## config.mk

```make
export PLATFORM = sky130hd
export DESIGN_NAME = game_frame_rx
export DESIGN_NICKNAME = d
export VERILOG_FILES = /design/src/rtl/game_frame_rx_pkg.sv /design/src/rtl/game_frame_rx_link_watchdog.sv /design/src/rtl/game_frame_rx.sv
export SDC_FILE = /design/constraint.sdc
export NUM_CORES = 1
export LEC_CHECK = 0
export CORE_MARGIN = 2
export CORE_UTILIZATION = 35
export CTS_BUF_LIST = sky130_fd_sc_hd__clkbuf_4 sky130_fd_sc_hd__clkbuf_8
export CTS_CLUSTER_SIZE = 8
export DETAILED_ROUTE_END_ITERATION = 10
export MAX_ROUTING_LAYER = met4
export PLACE_DENSITY = 0.61
export SLEW_MARGIN = 20
export SYNTH_ARGS = -nofsm -noshare
export SYNTH_HDL_FRONTEND = slang
export SYNTH_HIERARCHICAL = 1
export SYNTH_SLANG_ARGS = --single-unit
```

## constraint.sdc

```tcl
create_clock -name clk -period 8.3 [get_ports clk]
set_clock_uncertainty 0.15 [all_clocks]
set_input_delay 0.83 -clock clk [delete_from_list [all_inputs] [get_ports clk]]
set_output_delay 0.83 -clock clk [all_outputs]
set_load 0.05 [all_outputs]
```

## src/rtl/game_frame_rx_pkg.sv

```systemverilog
// game_frame_rx_pkg: link tags, STAT field positions, frame length and FSM states; GAME_RX_CHECKSUM_EN adds the CSUM word
package game_frame_rx_pkg;
  localparam logic [3:0] GL_TAG_PL1X  = 4'd1;
  localparam logic [3:0] GL_TAG_PL1Y  = 4'd2;
  localparam logic [3:0] GL_TAG_BALLX = 4'd3;
  localparam logic [3:0] GL_TAG_BALLY = 4'd4;
  localparam logic [3:0] GL_TAG_STAT  = 4'd5;
  localparam logic [3:0] GL_TAG_CSUM  = 4'd6;
  localparam int GL_STAT_FLAG = 11;
  localparam int GL_STAT_END  = 10;
  localparam int GL_STAT_S1   = 4;
  localparam int GL_STAT_S2   = 0;
`ifdef GAME_RX_CHECKSUM_EN
  localparam int GL_FRAME_LEN = 6;
`else
  localparam int GL_FRAME_LEN = 5;
`endif
  typedef enum logic [2:0] {IDLE, W_PL1Y, W_BALLX, W_BALLY, W_STAT, W_CSUM} state_t;
  function automatic logic [3:0] exp_tag(input state_t s);
    return {1'b0, s} + 4'd1;
  endfunction
endpackage

```

## src/rtl/game_frame_rx_link_watchdog.sv

```systemverilog
// link_watchdog: saturating cycle counter with clear; expired while the count sits at LIMIT
module link_watchdog #(
  parameter logic [31:0] LIMIT = 32'd1
) (
  input  logic clk,
  input  logic rst,
  input  logic clr,
  input  logic en,
  output logic expired
);
  logic [31:0] count_q, count_d;
  // clear has priority over counting; counting stops at LIMIT
  always_comb count_d = clr ? '0 : (en && count_q != LIMIT) ? count_q + 32'd1 : count_q;
  // count register, async active-low reset
  always_ff @(posedge clk or negedge rst)
    if (!rst) count_q <= '0;
    else count_q <= count_d;
  assign expired = count_q == LIMIT;
endmodule

```

## src/rtl/game_frame_rx.sv

```systemverilog
// game_frame_rx: checks tag order of game-state words and commits a full frame atomically; GAME_RX_CHECKSUM_EN adds a CSUM word
module game_frame_rx
  import game_frame_rx_pkg::*;
#(
  parameter logic [31:0] WORD_TIMEOUT = 32'd50_000,
  parameter logic [31:0] LINK_TIMEOUT = 32'd6_500_000
) (
  input  logic        clk,
  input  logic        rst,
  input  logic [15:0] data,
  input  logic        conv8to16valid,
  output logic [11:0] pl1_posx,
  output logic [11:0] pl1_posy,
  output logic [11:0] ball_posx,
  output logic [11:0] ball_posy,
  output logic [3:0]  pl1_score,
  output logic [3:0]  pl2_score,
  output logic        flag_point,
  output logic        end_game,
  output logic        frame_done,
  output logic        frame_err,
  output logic        link_ok
);
  localparam state_t LAST = state_t'(GL_FRAME_LEN - 1);
  state_t state_q, state_d;
  logic [11:0] sh_pl1x_q, sh_pl1x_d, sh_pl1y_q, sh_pl1y_d, sh_ballx_q, sh_ballx_d, sh_bally_q, sh_bally_d;
  logic [11:0] pl1x_q, pl1x_d, pl1y_q, pl1y_d, ballx_q, ballx_d, bally_q, bally_d;
  logic [3:0] s1_q, s1_d, s2_q, s2_d;
  logic flag_q, flag_d, end_q, end_d, done_q, done_d, err_q, err_d, seen_q, seen_d;
  logic [3:0] tag;
  logic [11:0] pay, fin_stat;
  logic idle, commit_ok, word_exp, link_exp;
  assign tag = data[15:12];
  assign pay = data[11:0];
  assign idle = state_q == IDLE;
`ifdef GAME_RX_CHECKSUM_EN
  logic [11:0] sh_stat_q, sh_stat_d;
  assign fin_stat = sh_stat_q;
  assign commit_ok = pay == (sh_pl1x_q ^ sh_pl1y_q ^ sh_ballx_q ^ sh_bally_q ^ sh_stat_q);
  // STAT is held back until the checksum word confirms the frame
  always_comb sh_stat_d = (conv8to16valid && state_q == W_STAT && tag == GL_TAG_STAT) ? pay : sh_stat_q;
  // STAT shadow register
  always_ff @(posedge clk or negedge rst)
    if (!rst) sh_stat_q <= '0;
    else sh_stat_q <= sh_stat_d;
`else
  assign fin_stat = pay;
  assign commit_ok = 1'b1;
`endif
  // the word timer only runs inside a frame; any strobe restarts it
  link_watchdog #(.LIMIT(WORD_TIMEOUT - 32'd1)) u_word_wd (
    .clk(clk), .rst(rst), .clr(conv8to16valid | idle), .en(!idle), .expired(word_exp)
  );
  // the link timer restarts on every commit
  link_watchdog #(.LIMIT(LINK_TIMEOUT)) u_link_wd (
    .clk(clk), .rst(rst), .clr(done_d), .en(1'b1), .expired(link_exp)
  );
  // frame FSM: shadow capture, resync on tag 1, commit on the last word, abort on timeout
  always_comb begin
    state_d = state_q;
    sh_pl1x_d = sh_pl1x_q;
    sh_pl1y_d = sh_pl1y_q;
    sh_ballx_d = sh_ballx_q;
    sh_bally_d = sh_bally_q;
    pl1x_d = pl1x_q;
    pl1y_d = pl1y_q;
    ballx_d = ballx_q;
    bally_d = bally_q;
    s1_d = s1_q;
    s2_d = s2_q;
    flag_d = flag_q;
    end_d = end_q;
    seen_d = seen_q;
    done_d = 1'b0;
    err_d = 1'b0;
    if (conv8to16valid && tag == exp_tag(state_q)) begin
      state_d = state_t'(state_q + 3'd1);
      sh_pl1x_d = idle ? pay : sh_pl1x_q;
      sh_pl1y_d = state_q == W_PL1Y ? pay : sh_pl1y_q;
      sh_ballx_d = state_q == W_BALLX ? pay : sh_ballx_q;
      sh_bally_d = state_q == W_BALLY ? pay : sh_bally_q;
      if (state_q == LAST) begin
        state_d = IDLE;
        done_d = commit_ok;
        err_d = !commit_ok;
        if (commit_ok) begin
          pl1x_d = sh_pl1x_q;
          pl1y_d = sh_pl1y_q;
          ballx_d = sh_ballx_q;
          bally_d = sh_bally_q;
          flag_d = fin_stat[GL_STAT_FLAG];
          end_d = fin_stat[GL_STAT_END];
          s1_d = fin_stat[GL_STAT_S1 +: 4];
          s2_d = fin_stat[GL_STAT_S2 +: 4];
          seen_d = 1'b1;
        end
      end
    end else if (conv8to16valid && !idle) begin
      err_d = 1'b1;
      state_d = tag == GL_TAG_PL1X ? W_PL1Y : IDLE;
      sh_pl1x_d = tag == GL_TAG_PL1X ? pay : sh_pl1x_q;
    end else if (!idle && word_exp) begin
      err_d = 1'b1;
      state_d = IDLE;
    end
  end
  // state, shadow and published registers
  always_ff @(posedge clk or negedge rst)
    if (!rst) begin
      state_q <= IDLE;
      sh_pl1x_q <= '0;
      sh_pl1y_q <= '0;
      sh_ballx_q <= '0;
      sh_bally_q <= '0;
      pl1x_q <= '0;
      pl1y_q <= '0;
      ballx_q <= '0;
      bally_q <= '0;
      s1_q <= '0;
      s2_q <= '0;
      flag_q <= 1'b0;
      end_q <= 1'b0;
      seen_q <= 1'b0;
      done_q <= 1'b0;
      err_q <= 1'b0;
    end else begin
      state_q <= state_d;
      sh_pl1x_q <= sh_pl1x_d;
      sh_pl1y_q <= sh_pl1y_d;
      sh_ballx_q <= sh_ballx_d;
      sh_bally_q <= sh_bally_d;
      pl1x_q <= pl1x_d;
      pl1y_q <= pl1y_d;
      ballx_q <= ballx_d;
      bally_q <= bally_d;
      s1_q <= s1_d;
      s2_q <= s2_d;
      flag_q <= flag_d;
      end_q <= end_d;
      seen_q <= seen_d;
      done_q <= done_d;
      err_q <= err_d;
    end
  assign pl1_posx = pl1x_q;
  assign pl1_posy = pl1y_q;
  assign ball_posx = ballx_q;
  assign ball_posy = bally_q;
  assign pl1_score = s1_q;
  assign pl2_score = s2_q;
  assign flag_point = flag_q;
  assign end_game = end_q;
  assign frame_done = done_q;
  assign frame_err = err_q;
  assign link_ok = seen_q & !link_exp;
endmodule

```

==> reports/qor.yml <==
ys_ff_latch: 176
setup_ws_ps: 4370
fp-row-count: 56
via_per_inst: 5.09
syn_area_um2: 8490
r2r_cells: 6
final-instance-count-excl-fill: 1120
critPathMaxStageDelay_ps: 700
dpl.cell_count: 1087
setup_tns_ps: 0
pre_cts_ws_ps: 4580
track_usage: 0.152
io_pins: 80
antenna_cells: 0
irDropWorstVdd_mv: 0.0999
r2r_start: "state_q[0]"
p_leak_nw: 4.49
relSlewSlack: 0.373
worst_pin_slew_ps: 941
drtIter0Drc: 347
cts_setup_buffers: 0
ys_types: 50
wl_mm: 18.4
power_mw: 1.93
cts_tree: "built"
status: "completed"
whs_ps: 73.9
p_per_area_nw_per_um2: 194
grt_pass1_wl_mm: 30.3
nets: 815
gr-total-overflow: 0
grt_max_degree: 75
crit_type: "reg -> out"
end_kind: "output pin"
initial_core_util: 0.360
synth-main-ff-cell: "dfrtp_1"
die_h_um: 160
yosysWarningCount: 6
numPortBuffers: 79
synth_edf_count: 0
syn_avg_cell_area_um2: 11.9
post_cts_resized: 0
fin_crit_ps: 3930
detail_route.wl_per_cell_um: 16.4
syn_inst: 714
intPower_mw: 1.32
p_comb_frac: 0.183
vias: 5700
grt_setup_unrepaired: "no"
cts_buffers: 17
seq_area_um2: 4400
dpl.hpwl_mm: 12.2
r2r_end: "sh_pl1y_q[9]"
reg2reg_slack_ps: 4940
setup_violations: 0
holdBufCountCts: 0
grt_antenna_before_repair: 0
ant_nets: 0
dieArea_um2: 25500
hold_violations: 0
fin_crit_sh: 0.473
cp.arrival_ps: 2950
crit_buf_inv: 1
drv_cap: 0
areaGrowthSynthToFinish_pct: 17.3
grt_pass1_vias: 5613
maxSlewViolCount: 0
synth_seq_area_share: 0.519
synth_top_area_share: 0.519
power.switching_mw: 0.614
drive_gt1_frac: 0.192
crit_path_cell_trace: "or4_1, or4_4, nor3_1, nor2b_1, clkdlybuf4s50_1"
cts_buffer_depth: 2
placed_cell_area_um2: 9560
clk_latency_ps: 470
yosysTopAreaCell: "dfrtp_1"
core_um2: 23600
multiInputGateArea_um2: 3790
dr.pass1.iters: 5
final_cell_mix: "dfrtp_1, clkdlybuf4s50_1, mux2_4"
crit_path_start_kind: "register"
path_delay_family: "simple AND/OR/NAND/NOR gates"
final_util: 0.422
htree_levels: 4
dieWidth_um: 160
fmax_mhz: 255
clkPwrFrac: 0.293
p_seq_frac: 0.524
clkSinkCount: 176
fillCellCount: 2222
hold_class: "in -> async"
cp_max_fo: 5
place_congestion: 0.786
ys_top_cells_by_area: "dfrtp_1, mux2_4, mux2_2, xor2_1, nor2_1"
syn_nets: 741
fin_area_um2: 9960
clk_pin_slew_ps: 100
switching_share: 0.318
layout_commonest_cell: "dfrtp_1"
crit_path_top_delay_cell: "clkdlybuf4s50_1"
async_flop_share: 1.00
drc: 0
required_ps: 7320
root_buffer: "clkbuf_8"
==> registers in the layout, summed over array words and instances (netlist names), 12 cells and up <==
register and flops:
pl1_posy 12, u_word_wd/count_q 32, sh_bally_q 12, sh_pl1x_q 12, pl1_posx 12, sh_ballx_q 12, sh_pl1y_q 12, u_link_wd/count_q 32
ball_posx 12, ball_posy 12
==> worst max-delay path by stage <==
stage | endpoint | depth (start not counted) | start | slack, ps
2_1_floorplan | u_link_wd/count_q[0] | 12 | state_q[0] | 5140
4_1_cts | link_ok | 5 | u_link_wd/count_q[24] | 4360
5_1_grt | link_ok | 5 | u_link_wd/count_q[18] | 4260
3_5_place_dp | sh_ballx_q[4] | 5 | data[14] | 4580
6_report | link_ok | 5 | u_link_wd/count_q[24] | 4370
3_3_place_gp | sh_pl1y_q[6] | 5 | data[14] | 4650
==> worst register-to-register path, delay by kind of cell (launching register included) <==
family | cells | cell delay [ps]
flip-flops | 1 | 490
adder cells (fa/ha/maj) | 2 | 560
XOR/XNOR | 1 | 180
multiplexers | 1 | 500
AND/OR/NAND/NOR | 2 | 1390
==> layer usage <==
metal	wire length (um)	global-route usage	vias up
met5	0	-	-
met4	231	0.0455	0
met3	482	0.0304	16
met2	8760	0.233	82
met1	8940	0.204	2877
li1	-	-	2725
==> final cells by class <==
| class | count | area share |
|---|---|---|
| repair buffers | 90 | 0.0898 |
| clock inverters | 13 | 0.0127 |
| multi-input cells | 478 | 0.381 |
| well taps | 319 | 0.0401 |
| clock buffers | 19 | 0.0250 |
| inverters | 25 | 0.00942 |
| flip-flops and latches | 176 | 0.442 |
==> power by group through the flow <==
stage	clock network, mW	registers [mW]	logic, mW
6_report	0.566	1.01	0.354
4_1_cts	0.587	1.01	0.361
3_3_place_gp	0	1.03	0.352
2_1_floorplan	0	1.03	0.238
5_1_grt	0.629	1.02	0.398
3_5_place_dp	0	1.03	0.360
==> synth_stat cells, drive strengths merged (8+ instances only) <==
master  instances
nand4          28
or4            10
nand3          26
and3            9
a21oi          13
nand2          49
dfrtp         176
mux2           97
nor2           59
a311o          12
clkbuf         17
ha              8
o21ai          10
or3             8
a211oi         24
inv            25
buf            18
xor2           27
nor4           27
xnor2          24
==> cells by family after synthesis <==
| family | Yosys count | synth area share |
|---|---|---|
| buffers and inverters | 60 | 0.0360 |
| and+or+nand+nor | 248 | 0.161 |
| AOI/OAI and AO/OA | 71 | 0.0613 |
| xor gates and xnor gates | 51 | 0.0526 |
| other | 1 | 0.000442 |
| DFF | 176 | 0.519 |
| adders and majority gates | 8 | 0.0118 |
| muxes | 99 | 0.158 |
Note: power is estimated with default switching activity, not from simulation.
